### src/rtl/generic_output_ctrl_if.sv
// generic_output_ctrl_if: register port and output bus of generic_output_ctrl
interface generic_output_ctrl_if #(parameter int OW = 1);
  logic we;
  logic [2:0] addr;
  logic [7:0] wdata;
  logic [7:0] rdata;
  logic [OW-1:0] o;
  modport master(output we, addr, wdata, input rdata, o);
  modport slave(input we, addr, wdata, output rdata, o);
endinterface

### src/rtl/generic_output_ctrl.sv
// generic_output_ctrl: per-channel steady/blink/one-shot output controller
module generic_output_ctrl #(
  parameter int OW = 1,
  parameter logic DS = 1'b0,
  parameter int PW = 16,
  parameter int PDIV = 50000
) (
  input logic clk,
  input logic rst,
  generic_output_ctrl_if.slave bus
);
  logic [PW-1:0] pcnt;
  logic tick;
  logic [OW-1:0] phase;
  logic [7:0] rd [8];
  assign tick = pcnt == PW'(PDIV - 1);
  always_ff @(posedge clk or posedge rst)
    if (rst) pcnt <= '0;
    else pcnt <= tick ? '0 : pcnt + PW'(1);
  for (genvar i = 0; i < 8; i++) begin : g_ch
    if (i < OW) begin : g_on
      logic [1:0] mode;
      logic [5:0] per, cnt;
      logic ph, wr;
      assign wr = bus.we && bus.addr == 3'(i);
      always_ff @(posedge clk or posedge rst)
        if (rst) begin
          mode <= '0;
          per <= '0;
          cnt <= '0;
          ph <= 1'b0;
        end else if (wr) begin
          mode <= bus.wdata[7:6];
          per <= bus.wdata[5:0];
          cnt <= '0;
          ph <= |bus.wdata[7:6];
        end else if (tick && mode[1]) begin
          cnt <= cnt == per ? '0 : cnt + 6'd1;
          if (cnt == per) begin
            ph <= ~ph & ~mode[0];
            mode <= mode[0] ? 2'd0 : mode;
          end
        end
      assign phase[i] = ph;
      assign rd[i] = {mode, per};
    end else begin : g_off
      assign rd[i] = '0;
    end
  end
  assign bus.rdata = rd[bus.addr];
  assign bus.o = phase ^ {OW{DS}};
endmodule

### src/flat_wrapper.sv
// flat-port wrapper written by rule: the top's interface ports become plain ports
module generic_output_ctrl_flat 
#(
  parameter int OW = 1,
  parameter logic DS = 1'b0,
  parameter int PW = 16,
  parameter int PDIV = 50000
)
  (clk, rst, bus_we, bus_addr, bus_wdata, bus_rdata, bus_o);
  generic_output_ctrl_if #(.OW(OW)) bus_i ();
  input logic clk;
  input logic rst;
  input wire logic [$bits(bus_i.we)-1:0] bus_we;
  input wire logic [$bits(bus_i.addr)-1:0] bus_addr;
  input wire logic [$bits(bus_i.wdata)-1:0] bus_wdata;
  output wire logic [$bits(bus_i.rdata)-1:0] bus_rdata;
  output wire logic [$bits(bus_i.o)-1:0] bus_o;
  assign bus_i.we = bus_we;
  assign bus_i.addr = bus_addr;
  assign bus_i.wdata = bus_wdata;
  assign bus_rdata = bus_i.rdata;
  assign bus_o = bus_i.o;
  generic_output_ctrl #(.OW(OW), .DS(DS), .PW(PW), .PDIV(PDIV)) u_core (.clk(clk), .rst(rst), .bus(bus_i));
endmodule
### config.mk
export PLATFORM = sky130hd
export DESIGN_NAME = generic_output_ctrl_flat
export DESIGN_NICKNAME = d
export VERILOG_FILES = /design/src/rtl/generic_output_ctrl_if.sv /design/src/rtl/generic_output_ctrl.sv /design/src/flat_wrapper.sv
export SDC_FILE = /design/constraint.sdc
export NUM_CORES = 1
export LEC_CHECK = 0
export ABC_AREA = 0
export BUFFER_PORTS_ARGS = -buffer_cell sky130_fd_sc_hd__buf_2
export CAP_MARGIN = 5
export CORE_MARGIN = 2
export CORE_UTILIZATION = 51
export DETAILED_ROUTE_END_ITERATION = 16
export PLACE_DENSITY = 0.73
export SLEW_MARGIN = 30
export SYNTH_ARGS = -nofsm -noshare
export SYNTH_HDL_FRONTEND = slang
export SYNTH_SLANG_ARGS = --single-unit
### constraint.sdc
create_clock -name clk -period 4.94 [get_ports clk]
set_clock_uncertainty 0.05 [all_clocks]
set_input_delay 0.741 -clock clk [delete_from_list [all_inputs] [get_ports clk]]
set_output_delay 0.741 -clock clk [all_outputs]
set_load 0.01 [all_outputs]
# Word-level counts from Yosys, hierarchy flattened
# Index checks and enable logic that the tools add are counted.
# word_totals
ff_bits	31
inputBits	14
out_inout_bits	9
elab_cells	38
# classes
n_addsub	2
order_cmp	1
eq_ne	2
n_mux	14
n_bitwise	4
n_reduce_logical	9
# ops
operator	count
$bmux 8 s3	1
$mux 6	3
$add 16x1->16 const B	1
$eq 16x16->1 const B	1
$mux 16	1
$mux 8	2
$mux 2	4
$add 6x1->6 const B	1
$eq 6x6->1	1
$reduce_bool 2->1	3
$ge 4x4->1 const B	1
$not 3->4	1
$logic_not 3->1	1
$mux 1	3
$reduce_and 3->1	1
$logic_and 1x1->1	2
$not 1->1	2
$reduce_and 2->1	1
$reduce_or 2->1	1
$and 1x1->1	1

# Logic depth before layout (Yosys ltp)
# Gate-level depths: netlist (run 1).
# depth
ltp_word	5
ltp_mapped	7

# Least setup slack after synthesis (run 1)
# No wires, ideal clock.
# synth_timing
path_type	input port to output port
startpoint	input port bus_addr[1]
endpoint	output port bus_rdata[0]
arrival_time_ns	1.418
required_ns	4.149
setup_slack_ns	2.731
stages	2
path_buffers	0
path_cell_list	nor3_1 -> and2_1
# synth_between
elab_chain_cells	4
# synth_lines
item	line	text
start, declared	flat_wrapper.sv:14	input wire logic [$bits(bus_i.addr)-1:0] bus_addr;
$not 3->4 (implied by the code)	generic_output_ctrl.sv:50	assign bus.rdata = rd[bus.addr];
$bmux 8 s3	generic_output_ctrl.sv:50	
$mux 8 (implied by the code) (2 in a row)	generic_output_ctrl.sv:50	
end, declared	flat_wrapper.sv:16	output wire logic [$bits(bus_i.rdata)-1:0] bus_rdata;
# Every way passes these cells. The select of a mux whose other input is x is not followed.

# Worst setup path in the final report (run 1)
# Same ends and word-level chain as after synthesis.

==> qor.yml, run 1 <==
outcome: "completed"
tightest_slew_ns: 0.8330
internal_power_w: 0.0003548
slew-limit-headroom_pct: 44.05
buffer_ports.inserted: 22
final_cell_utilization_of_the_core_pct: 58.91
worst_r2r_path_depth: 5
layout.cell_area.non_filler_um2: 1754
ff_latch_area_um2: 775.7
synth_largest_area_cell: "sky130_fd_sc_hd__dfrtp_1"
clock_sinks: 31
worstPathRequired_ns: 4.15
reg2reg_from: "u_core.pcnt[13]"
cpMaxStageDelayCell: "sky130_fd_sc_hd__nor3_1"
ys_types: 34
detailed_route_iter0_violations: 56
synth-edff-count: 0
ys_top_cells_by_area: "sky130_fd_sc_hd__dfrtp_1 (50%), sky130_fd_sc_hd__nand2_1 (7.0%), sky130_fd_sc_hd__xor2_1 (5.6%), sky130_fd_sc_hd__and2_1 (4.8%), sky130_fd_sc_hd__xnor2_1 (4.0%)"
report.final.setup_viol: 0
number_of_buffers_added_by_the_clock_tree_synthesis_step: 5
fill_cells: 263
cts.root.buffer_cell: "sky130_fd_sc_hd__clkbuf_4"
syn_avg_cell_area_um2: 9.689
crit_path_cell_trace: "buf_2, nor3_1, and2_1, buf_2"
crit_path_setup_slack_layout_ns: 2.343
floorplan.die_area_um2: 3497
worst_setup_hold_path_clk_slew_ns: 0.09
path_common_cell: "sky130_fd_sc_hd__buf_2"
timing.setup.critical_path_class: "input port to output port"
post_synthesis_net_count: 176
async_reset_ff_share_pct: 100.0
drt-total-wl_um: 2976
detail_route.vias_per_cell: 5.633
tritoncts_clock_tree: "built"
arrival_ns: 1.81
grt_pass1_wl_um: 5230
hpwlAfterDp_um: 2219
p_clk_share_pct: 30.2
area_occupied_by_multi_input_gates_um2: 755.7
die_width_um: 59.14
hold_viol: 0
placedInstanceArea_um2: 1698
netSwitchingFraction_pct: 26.07
power.leakage_nw: 0.8495
maxCapViolCount: 0
die_height_um: 59.14
switchingPower_w: 0.0001251
route.detailed.drc: 0
post-cts-setup-buffer-count: 0
ir_drop_v: 0.0001680
grt_use_total_pct: 20.19
yosysSeqAreaShare_pct: 50.04
grt_start_max_net_pins: 32
core_um2: 2978
cts_hold_repair.buffers: 0
kind_of_capture_point_of_the_worst_setup_path: "output port"
hold_path_class: "input port to asynchronous set/reset pin"
cts.htree.levels: 2
timing.critical_path.from_type: "input port"
fin_crit_sh_pct: 52.57
clk_latency_worst_skew_pair_ns: 0.32
achievable-frequency_ghz: 0.3851
finish.net_count: 204
antenna_cells: 0
setup_tns_ns: 0
pwr-share-seq_pct: 59.3
yosys.cell_count.top_type: "sky130_fd_sc_hd__dfrtp_1"
ctsResizeCount: 0
detail_route.first_pass.iterations: 4
gp_routability_congestion: 0.7889
synthToLayoutAreaGrowth_pct: 13.16
timing.critical_path.slowest_cell_delay_ns: 0.61
worst_hold_slack_ns: 0.4226
power-per-cell-area_nw_per_um2: 273.6
grt_antenna_before_repair: 0
synth_seq_cells: 31
first_global_vias: 1178
ys_dominant_reg_cell: "sky130_fd_sc_hd__dfrtp_1"
yosysTopAreaCellShare_pct: 50.04
grt-ovfl-total: 0
pin_count: 23
synth_commonest_cells: "sky130_fd_sc_hd__dfrtp_1 (31), sky130_fd_sc_hd__nand2_1 (29), sky130_fd_sc_hd__and2_1 (12), sky130_fd_sc_hd__nand3_1 (12), sky130_fd_sc_hd__nor2_1 (11)"
pre_cts_slack_ns: 2.360
timing.reg2reg.setup_slack_ns: 2.46
timing.critical_path.fanout_max: 10
post_route_cells_drive_above_1_share_pct: 18.09
post_synth_inst_count: 160
via_count: 1245
share_comb_of_total_power_pct: 10.5
avgRoutedWirePerCell_um: 13.47
row_count: 20
slew_violations: 0
regToRegEndpoint: "u_core.g_ch[0].g_on.cnt[5]"
final_antenna_net_count: 0
initial_utilization_pct: 52.06
finalWorstPathRequiredPeriod_ns: 2.597
ctsLongestPathBuffers: 2
yosys_warnings: 0
setup_repair_after_global_routing_missed_its_margin: "no"
syn_area_um2: 1550
## kinds of logic after synthesis
logic type      Yosys count  share of synthesized area [%]
xor+xnor                 17                          9.604
compound gates           19                          7.667
buf+inv                   4                          1.211
mux                       1                         0.6457
simple gates             86                          29.22
fa+ha+maj                 2                          1.614
flops                    31                          50.04
## layer usage
layer  vias up  GRT usage (%)  share of wire (%)
li1        610              -                  -
met1       595          25.67                 44
met2        35          32.22                 49
met3         5          5.459                5.8
met4         0          9.091                1.6
met5         -              0                  0
## power groups by stage
| stage | clock network, W | registers (W) | logic, W |
|---|---|---|---|
| final | 0.000145 | 0.000284 | 0.0000504 |
| after global routing | 0.000160 | 0.000286 | 0.0000589 |
| after CTS | 0.000150 | 0.000285 | 0.0000511 |
| after detailed placement | 0 | 0.000290 | 0.0000508 |
| after global placement | 0 | 0.000289 | 0.0000488 |
| after floorplan | 0 | 0.000284 | 0.0000342 |
## sequential cells by signal (all words and copies together) (netlist names)
register,count
u_core.g_ch.g_on.per,6
u_core.g_ch.g_on.mode,2
u_core.bus.o,1
u_core.g_ch.g_on.cnt,6
u_core.pcnt,16
## how the worst max path moves through the flow
stage                                from                         end  slack (ns)
after floorplan               bus_addr[1]                bus_rdata[0]        2.73
after global placement        bus_addr[1]                bus_rdata[4]        2.49
after detailed placement      bus_addr[1]  u_core.g_ch[0].g_on.cnt[5]        2.36
after CTS                     bus_addr[1]                bus_rdata[0]        2.38
after global routing      u_core.pcnt[13]  u_core.g_ch[0].g_on.cnt[4]        2.24
final                         bus_addr[1]                bus_rdata[0]        2.34
## per-stage QoR
| stage | cells | total power [W] |
|---|---|---|
| 3_3_place_gp | 214 | 0.0003378 |
| 4_1_cts | 221 | 0.0004859 |
| 3_5_place_dp | 214 | 0.0003406 |
| 5_1_grt | 221 | 0.0005053 |
| 6_report | 221 | 0.0004799 |
| 2_1_floorplan | 160 | 0.0003186 |
## cell type report
type | instances | area share [%]
clock inverters | 1 | 0.2853
inverters | 2 | 0.4280
multi-input cells | 125 | 43.08
flip-flops and latches | 31 | 44.22
repair buffers | 23 | 6.705
well taps | 33 | 2.354
clock buffers | 6 | 2.924
## placed cells by master (no fill, tap or decap), types with 2 or more instances in the layout
master,synthesis,final
sky130_fd_sc_hd__dfrtp_1,31,31
sky130_fd_sc_hd__nand2_1,29,29
sky130_fd_sc_hd__buf_2,0,22
sky130_fd_sc_hd__and2_1,12,12
sky130_fd_sc_hd__nand3_1,12,12
sky130_fd_sc_hd__nor2_1,11,11
sky130_fd_sc_hd__xor2_1,10,10
sky130_fd_sc_hd__xnor2_1,7,7
sky130_fd_sc_hd__o21ai_0,6,6
sky130_fd_sc_hd__nand4_1,6,6
sky130_fd_sc_hd__clkbuf_4,0,5
sky130_fd_sc_hd__nor3_1,4,4
sky130_fd_sc_hd__a21oi_1,3,3
sky130_fd_sc_hd__a22oi_1,3,3
sky130_fd_sc_hd__o31ai_1,3,3
sky130_fd_sc_hd__inv_1,2,2
sky130_fd_sc_hd__ha_1,2,2
## critical path, delay by kind of cell
family | cells | cell delay, ns
AND/OR/NAND/NOR | 2 | 0.84
buffers and inverters | 2 | 0.22
Power figures use the tool's default switching activity.
==> inputs of run 2 (changes only) <==
Settings changed: ABC_AREA 0 to 1, PLACE_DENSITY 0.73 to 0.72.
Clock period 4.94 ns to 2.55 ns, I/O delays scaled along.
==> run 2 against run 1 <==
  * Routed wire length grew 1.1%
  * Combinational power grew 140%
  * Sequential share of layout area shrank 4.5 points
  * Utilization grew 0.48 points
  * Global-route usage shrank 1.6 points
  * Cell area grew 11%
  * Highest routed layer unchanged
  * Hold slack lost 0.36 ns
  * Critical endpoint is now u_core.g_ch[0].g_on.mode[0]
==> qor.yml, run 2 <==
p_clk_share_pct: 33.0  # was 30.2%
drt-total-wl_um: 3009  # was 2976 µm
timing.reg2reg.setup_slack_ns: 0.95  # was 2.46 ns
worst_r2r_path_depth: 8  # was 5
yosysTopAreaCellShare_pct: 45.32  # was 50.04%
grt_util_met2_pct: 27.67  # was 32.22%
grt_antenna_before_repair: 0  # unchanged
cts.htree.levels: 2  # unchanged
yosys.cell_count.top_type: "sky130_fd_sc_hd__nand2_1"  # was sky130_fd_sc_hd__dfrtp_1
first_global_vias: 1245  # was 1,178
crit_path_setup_slack_layout_ns: 0.9519  # was 2.343 ns
synth_commonest_cells: "sky130_fd_sc_hd__nand2_1 (58), sky130_fd_sc_hd__inv_1 (36), sky130_fd_sc_hd__dfrtp_1 (31)"  # was sky130_fd_sc_hd__dfrtp_1 (31), sky130_fd_sc_hd__nand2_1 (29), sky130_fd_sc_hd__and2_1 (12), sky130_fd_sc_hd__nand3_1 (12), sky130_fd_sc_hd__nor2_1 (11)
syn_avg_cell_area_um2: 7.641  # was 9.689 µm²
finish.net_count: 269  # was 204
ys_dominant_reg_cell: "sky130_fd_sc_hd__dfrtp_1"  # unchanged
slew-limit-headroom_pct: 74.39  # was 44.05%
ir_drop_v: 0.0003030  # was 0.0001680 V
number_of_buffers_added_by_the_clock_tree_synthesis_step: 5  # unchanged
worstPathRequired_ns: 2.72  # was 4.15 ns
floorplan.die_area_um2: 3835  # was 3497 µm²
cpMaxStageDelayCell: "sky130_fd_sc_hd__dfrtp_1"  # was sky130_fd_sc_hd__nor3_1
core_um2: 3284  # was 2978 µm²
pin_count: 23  # unchanged
cts.root.buffer_cell: "sky130_fd_sc_hd__clkbuf_4"  # unchanged
yosysSeqAreaShare_pct: 45.32  # was 50.04%
antenna_cells: 0  # unchanged
tightest_slew_ns: 0.3842  # was 0.8330 ns
ctsLongestPathBuffers: 2  # unchanged
final_antenna_net_count: 0  # unchanged
kind_of_capture_point_of_the_worst_setup_path: "flip-flop"  # was output port
pre_cts_slack_ns: 0.9646  # was 2.360 ns
timing.critical_path.from_type: "flip-flop"  # was input port
cts_hold_repair.buffers: 0  # unchanged
finalWorstPathRequiredPeriod_ns: 1.598
yosys_warnings: 0  # unchanged
tritoncts_clock_tree: "built"  # unchanged
mostFrequentLayoutCells: "sky130_fd_sc_hd__nand2_1 (58), sky130_fd_sc_hd__inv_1 (36), sky130_fd_sc_hd__dfrtp_1 (31)"  # was sky130_fd_sc_hd__dfrtp_1 (31), sky130_fd_sc_hd__nand2_1 (29), sky130_fd_sc_hd__buf_2 (22)
crit_path_cell_trace: "ha_1, nand3_1, nor2_2, nand3_2, nand2_4, nand2_2, nand2_1, nand2_1"  # was buf_2, nor3_1, and2_1, buf_2
synthToLayoutAreaGrowth_pct: 13.96  # was 13.16%
synth-edff-count: 0  # unchanged
setup_tns_ns: 0  # unchanged
ctsResizeCount: 0  # unchanged
slew_violations: 0  # unchanged
mostFrequentLayoutCell: "sky130_fd_sc_hd__nand2_1"  # was sky130_fd_sc_hd__dfrtp_1
arrival_ns: 1.77  # was 1.81 ns
largest_registers: "u_core.pcnt (16), u_core.g_ch.g_on.cnt (6), u_core.g_ch.g_on.per (6)"  # unchanged
hold_viol: 0  # unchanged
timing.critical_path.fanout_max: 9  # was 10
timing.critical_path.slowest_cell_delay_ns: 0.40  # was 0.61 ns
hpwlAfterDp_um: 2293  # was 2219 µm
power-per-cell-area_nw_per_um2: 507.4  # was 273.6 nW/µm²
post_synthesis_net_count: 240  # was 176
internal_power_w: 0.0007293  # was 0.0003548 W
grt_start_max_net_pins: 32  # unchanged
reg2reg_from: "u_core.pcnt[0]"  # was u_core.pcnt[13]
ys_types: 24  # was 34
synth_largest_area_cell: "sky130_fd_sc_hd__dfrtp_1"  # unchanged
syn_area_um2: 1712  # was 1550 µm²
synth_seq_cells: 31  # unchanged
grt_pass1_wl_um: 5264  # was 5230 µm
largest_register_ffs: 16  # unchanged
regToRegEndpoint: "u_core.g_ch[0].g_on.mode[0]"  # was u_core.g_ch[0].g_on.cnt[5]
gp_routability_congestion: 0.8451  # was 0.7889
clock_sinks: 31  # unchanged
outcome: "completed"  # unchanged
worst_setup_hold_path_clk_slew_ns: 0.10  # was 0.09 ns
share_comb_of_total_power_pct: 12.2  # was 10.5%
grt_use_total_pct: 18.61  # was 20.19%
path_common_cell: "sky130_fd_sc_hd__nand2_1"  # was sky130_fd_sc_hd__buf_2
fin_crit_sh_pct: 62.67
grt.busiest_layer: "met2"  # unchanged
async_reset_ff_share_pct: 100.0  # unchanged
report.final.setup_viol: 0  # unchanged
power.leakage_nw: 1.053  # was 0.8495 nW
die_width_um: 61.93  # was 59.14 µm
detail_route.vias_per_cell: 4.763  # was 5.633
ys_top_cells_by_area: "sky130_fd_sc_hd__dfrtp_1 (45%), sky130_fd_sc_hd__nand2_1 (13%), sky130_fd_sc_hd__inv_1 (7.9%), sky130_fd_sc_hd__nor2_1 (6.4%), sky130_fd_sc_hd__xor2_1 (4.1%)"  # was sky130_fd_sc_hd__dfrtp_1 (50%), sky130_fd_sc_hd__nand2_1 (7.0%), sky130_fd_sc_hd__xor2_1 (5.6%), sky130_fd_sc_hd__and2_1 (4.8%), sky130_fd_sc_hd__xnor2_1 (4.0%)
final_cell_utilization_of_the_core_pct: 59.39  # was 58.91%
cell_count_final_fillers_out: 300  # was 221
route.detailed.drc: 0  # unchanged
via_count: 1429  # was 1,245
die_height_um: 61.93  # was 59.14 µm
post-cts-setup-buffer-count: 0  # unchanged
post_synth_inst_count: 224  # was 160
row_count: 21  # was 20
pwr-share-seq_pct: 54.8  # was 59.3%
detail_route.first_pass.iterations: 4  # unchanged
timing.setup.critical_path_class: "flip-flop to flip-flop"  # was input port to output port
globalRouteMet1Util_pct: 26.74  # was 25.67%
most_flops_register: "u_core.pcnt"  # unchanged
initial_utilization_pct: 52.11  # was 52.06%
avgRoutedWirePerCell_um: 10.03  # was 13.47 µm
setup_repair_after_global_routing_missed_its_margin: "no"  # unchanged
clk_latency_worst_skew_pair_ns: 0.33  # was 0.32 ns
detailed_route_iter0_violations: 52  # was 56
maxCapViolCount: 0  # unchanged
post_route_cells_drive_above_1_share_pct: 20.47  # was 18.09%
dpl.cell_count: 292  # was 214
netSwitchingFraction_pct: 26.32  # was 26.07%
hold_path_class: "input port to asynchronous set/reset pin"  # unchanged
switchingPower_w: 0.0002605  # was 0.0001251 W
grt-ovfl-total: 0  # unchanged
achievable-frequency_ghz: 0.6257
buffer_ports.inserted: 22  # unchanged
grtUsageMet3_pct: 6.211  # was 5.459%
==> run 2: worst max-delay path: cells and delay by family, from the launching register on <==
| kind | cells | cell delay [ns] |
|---|---|---|
| flip-flops | 1 | 0.40 |
| AND/OR/NAND/NOR | 7 | 0.83 |
| adder cells (fa/ha/maj) | 1 | 0.21 |
==> run 2: logic make-up (layout without fill, tap and decap cells) <==
family	Yosys count	after routing	share of synthesized area, %
AOI/OAI and AO/OA	22	22	7.311
xor gates and xnor gates	8	8	4.094
adders and majority gates	2	2	1.462
buffers and inverters	40	70	8.991
DFF	31	31	45.32
and+or+nand+nor	121	121	32.82
==> run 2: worst max path at each step <==
stage                         from  cells after the start                          end
floorplan           u_core.pcnt[0]                      8                 u_core.bus.o
global placement       bus_addr[1]                      5                 bus_rdata[0]
finish              u_core.pcnt[0]                      8  u_core.g_ch[0].g_on.mode[0]
CTS                 u_core.pcnt[0]                      8  u_core.g_ch[0].g_on.mode[0]
detailed placement     bus_addr[1]                      5                 bus_rdata[0]
global route           bus_addr[1]                      5                 bus_rdata[0]
==> run 2: layout make-up <==
class,instances,area [µm²]
well taps,46,57.56
inverters,39,148.9
repair buffers,23,117.6
clock buffers,8,68.82
flip-flops and latches,31,775.7
fillers,310,1334
multi-input cells,153,782.0
==> run 2: per-stage QoR <==
| step | total power, W | hold slack, ns | instance area (µm²) |
|---|---|---|---|
| after CTS | 0.001001 | 0.06927 | 1951 |
| after detailed placement | 0.0006741 | 0.4311 | 1882 |
| after global routing | 0.001045 | 0.09641 | 1951 |
| final | 0.0009898 | 0.05993 | 1951 |
| after global placement | 0.0006717 | 0.4083 | 1882 |
| after floorplan | 0.0006325 | 0.3919 | 1712 |
==> run 2: power by group through the flow <==
stage               Clock [W]  Sequential [W]  Combinational [W]
floorplan                   0        0.000548          0.0000842
global placement            0        0.000551           0.000121
detailed placement          0        0.000551           0.000123
CTS                  0.000336        0.000542           0.000123
global route         0.000354        0.000546           0.000145
finish               0.000327        0.000542           0.000121
==> run 2: metal layers <==
metal | routed length, µm | share of wire (%)
met5 | 0 | 0
met4 | 34 | 1.1
met3 | 173 | 5.7
met2 | 1227 | 41
met1 | 1573 | 52
==> inputs of run 3 (changes only) <==
Settings changed: PLACE_DENSITY 0.72 to 0.75.
Clock period 2.55 ns to 1.4 ns, I/O delays scaled along.
==> run 3 against run 2 <==
  * The flow now finishes with violations (negative setup slack)
  * Count of clock-buffer cells in the layout is 2 lower
  * Register-to-register slack worse by 1.0 ns
  * Utilization is 8.9 points higher
  * First-iteration DRC count is 38% higher
  * Clock power is 45% higher
  * Cell area is 15% higher
  * Routed wire length is 42% higher
  * Largest cell class unchanged
  * Largest power group unchanged
==> qor.yml, run 3 (synthesis gave the netlist of run 2 again) <==
timing.critical_path.fanout_max: 4  # was 9
mostFrequentLayoutCell: "sky130_fd_sc_hd__nand2_1"  # unchanged
share_comb_of_total_power_pct: 15.0  # was 12.2%
route.detailed.drc: 0  # unchanged
finalPower_w: 0.001718  # was 0.0009898 W
grt_start_max_net_pins: 32  # unchanged
hold_path.startpoint: "bus_wdata[5]"
mostFrequentLayoutCells: "sky130_fd_sc_hd__nand2_1 (55), sky130_fd_sc_hd__inv_1 (35), sky130_fd_sc_hd__dfrtp_1 (28)"  # was sky130_fd_sc_hd__nand2_1 (58), sky130_fd_sc_hd__inv_1 (36), sky130_fd_sc_hd__dfrtp_1 (31)
worst_hold_slack_ns: 0.02422  # was 0.05993 ns
die_width_um: 61.93  # unchanged
pin_count: 23  # unchanged
achievable-frequency_ghz: 0.6722  # was 0.6257 GHz
most_flops_register: "u_core.pcnt"  # unchanged
power-per-cell-area_nw_per_um2: 765.6  # was 507.4 nW/µm²
drt-total-wl_um: 4264  # was 3009 µm
number_of_buffers_added_by_the_clock_tree_synthesis_step: 5  # unchanged
setup_repair_after_global_routing_missed_its_margin: "yes"  # was no
m1WireLength_um: 1789  # was 1573 µm
detail_route.first_pass.iterations: 4  # unchanged
startpoint_of_the_worst_setup_timing_path: "u_core.pcnt[0]"  # unchanged
grt_pass1_wl_um: 6092  # was 5264 µm
hold_viol: 0  # unchanged
path_buf_inv: 1  # was 0
met3_length_um: 257  # was 173 µm
cts.htree.levels: 2  # unchanged
pre_cts_slack_ns: -0.05645  # was 0.9646 ns
hpwlAfterDp_um: 2656  # was 2293 µm
ir_drop_v: 0.0006008  # was 0.0003030 V
cell_count_final_fillers_out: 322  # was 300
gp_routability_congestion: 0.8262  # was 0.8451
maxCapViolCount: 0  # unchanged
row_count: 21  # unchanged
antenna_cells: 0  # unchanged
power.leakage_nw: 1.194  # was 1.053 nW
finish.net_count: 293  # was 269
hold_path_class: "input port to flip-flop"  # was input port to asynchronous set/reset pin
pwr-share-seq_pct: 57.5  # was 54.8%
crit_path_setup_slack_layout_ns: -0.08761  # was 0.9519 ns
via_count: 1632  # was 1,429
top_layer: "met4"  # unchanged
dpl.cell_count: 305  # was 292
post_route_cells_drive_above_1_share_pct: 32.97  # was 20.47%
floorplan.die_area_um2: 3835  # unchanged
core_um2: 3284  # unchanged
arrival_ns: 1.68  # was 1.77 ns
fin_crit_sh_pct: 106.3  # was 62.67%
grt_use_total_pct: 22.62  # was 18.61%
timing.critical_path.from_type: "flip-flop"  # unchanged
largest_registers: "u_core.pcnt (16), u_core.g_ch.g_on.cnt (6), u_core.g_ch.g_on.per (6)"  # unchanged
synthToLayoutAreaGrowth_pct: 31.07  # was 13.96%
violations_in_the_final_reports: "negative setup slack"
report.final.setup_viol: 20  # was 0
buffer_ports.inserted: 22  # unchanged
switchingPower_w: 0.0004880  # was 0.0002605 W
timing.critical_path.max_delay_family: "simple AND/OR/NAND/NOR gates"  # unchanged
first_global_vias: 1367  # was 1,245
final_antenna_net_count: 0  # unchanged
initial_utilization_pct: 52.11  # unchanged
crit_path_cell_trace: "ha_4, nand2_4, nor2_4, nand3_4, nor2_4, nand2_2, xor2_1, inv_1"  # was ha_1, nand3_1, nor2_2, nand3_2, nand2_4, nand2_2, nand2_1, nand2_1
path_common_cell: "sky130_fd_sc_hd__nor2_4"  # was sky130_fd_sc_hd__nand2_1
wl_met2_um: 2096  # was 1227 µm
finalWorstPathRequiredPeriod_ns: 1.488  # was 1.598 ns
timing.critical_path.slowest_cell_delay_ns: 0.44  # was 0.40 ns
p_clk_share_pct: 27.6  # was 33.0%
cpMaxStageDelayCell: "sky130_fd_sc_hd__dfrtp_1"  # unchanged
largest_register_ffs: 16  # unchanged
die_height_um: 61.93  # unchanged
fill_cells: 267  # was 310
timing.setup.critical_path_class: "flip-flop to flip-flop"  # unchanged
clk_latency_worst_skew_pair_ns: 0.34  # was 0.33 ns
worst_setup_hold_path_clk_slew_ns: 0.09  # was 0.10 ns
worstPathRequired_ns: 1.59  # was 2.72 ns
internal_power_w: 0.001230  # was 0.0007293 W
grt_antenna_before_repair: 0  # unchanged
tritoncts_clock_tree: "built"  # unchanged
slew_violations: 0  # unchanged
clock_sinks: 31  # unchanged
ctsLongestPathBuffers: 2  # unchanged
reg2reg_from: "u_core.pcnt[0]"  # unchanged
tightest_slew_ns: 0.3960  # was 0.3842 ns
detail_route.vias_per_cell: 5.068  # was 4.763
avgRoutedWirePerCell_um: 13.24  # was 10.03 µm
detailed_route_iter0_violations: 72  # was 52
outcome: "finished with violations"  # was completed
grt-ovfl-total: 0  # unchanged
netSwitchingFraction_pct: 28.41  # was 26.32%
kind_of_capture_point_of_the_worst_setup_path: "flip-flop"  # unchanged
cts.root.buffer_cell: "sky130_fd_sc_hd__clkbuf_4"  # unchanged
slew-limit-headroom_pct: 73.60  # was 74.39%
[run 3: layout make-up]
cell class | instances | area [µm²] | share of cell area, %
clock buffer | 6 | 41.29 | 1.840
multi-input combinational | 154 | 915.9 | 40.83
inverter | 39 | 148.9 | 6.637
timing repair buffer | 46 | 300.3 | 13.39
sequential | 31 | 779.5 | 34.75
tap | 46 | 57.56 | 2.566
[run 3: power groups by stage]
stage | combinational (W) | clock (W) | sequential (W)
5_1_grt | 0.000301 | 0.000534 | 0.000993
3_5_place_dp | 0.000224 | 0 | 0.00101
4_1_cts | 0.000232 | 0.000478 | 0.000991
2_1_floorplan | 0.000153 | 0 | 0.000999
3_3_place_gp | 0.000221 | 0 | 0.00100
6_report | 0.000257 | 0.000473 | 0.000987
[run 3: repair_timing]
action / CTS / global route
endpoints found under the hold margin: 31 / 0
cloned: 1 / 0
buffers inserted: 2 / 7
setup endpoints to repair: 11 / 20
pin swaps: 4 / 15
hold buffers: 1 / 0
gates resized for setup: 7 / 27
[run 3: metal layers]
layer  vias up  track usage, %
li1        797               -
met1       756           30.82
met2        62           33.83
met3        17           7.453
met4         0           8.207
met5         -               0
[run 3: worst paths after layout]
path                       slack [ns]  depth (start not counted)                          end
setup / recovery                -0.09                          8              u_core.pcnt[12]
hold / removal                   0.02                          3   u_core.g_ch[0].g_on.per[5]
setup reg to reg                -0.09                          8              u_core.pcnt[12]
hold reg to reg                  0.43                          2  u_core.g_ch[0].g_on.mode[0]
max in group asynchronous        0.55                          4   u_core.g_ch[0].g_on.cnt[0]
min in group asynchronous        0.42                          4               u_core.pcnt[3]
[run 3: through the flow]
step | util [%] | cell area, µm² | setup TNS [ns]
global placement | 60.34 | 1982 | 0
floorplan | - | 1714 | 0
detailed placement | 60.34 | 1982 | -0.2571
finish | 68.30 | 2243 | -0.6683
CTS | 63.47 | 2085 | -0.02283
global route | 68.30 | 2243 | -2.217
[run 3: tightest hold or removal path, delay by kind of cell]
kind	cells	cell delay, ns
buffers and inverters	1	0.07
AND/OR/NAND/NOR	1	0.04
AO/OA/AOI/OAI	1	0.05
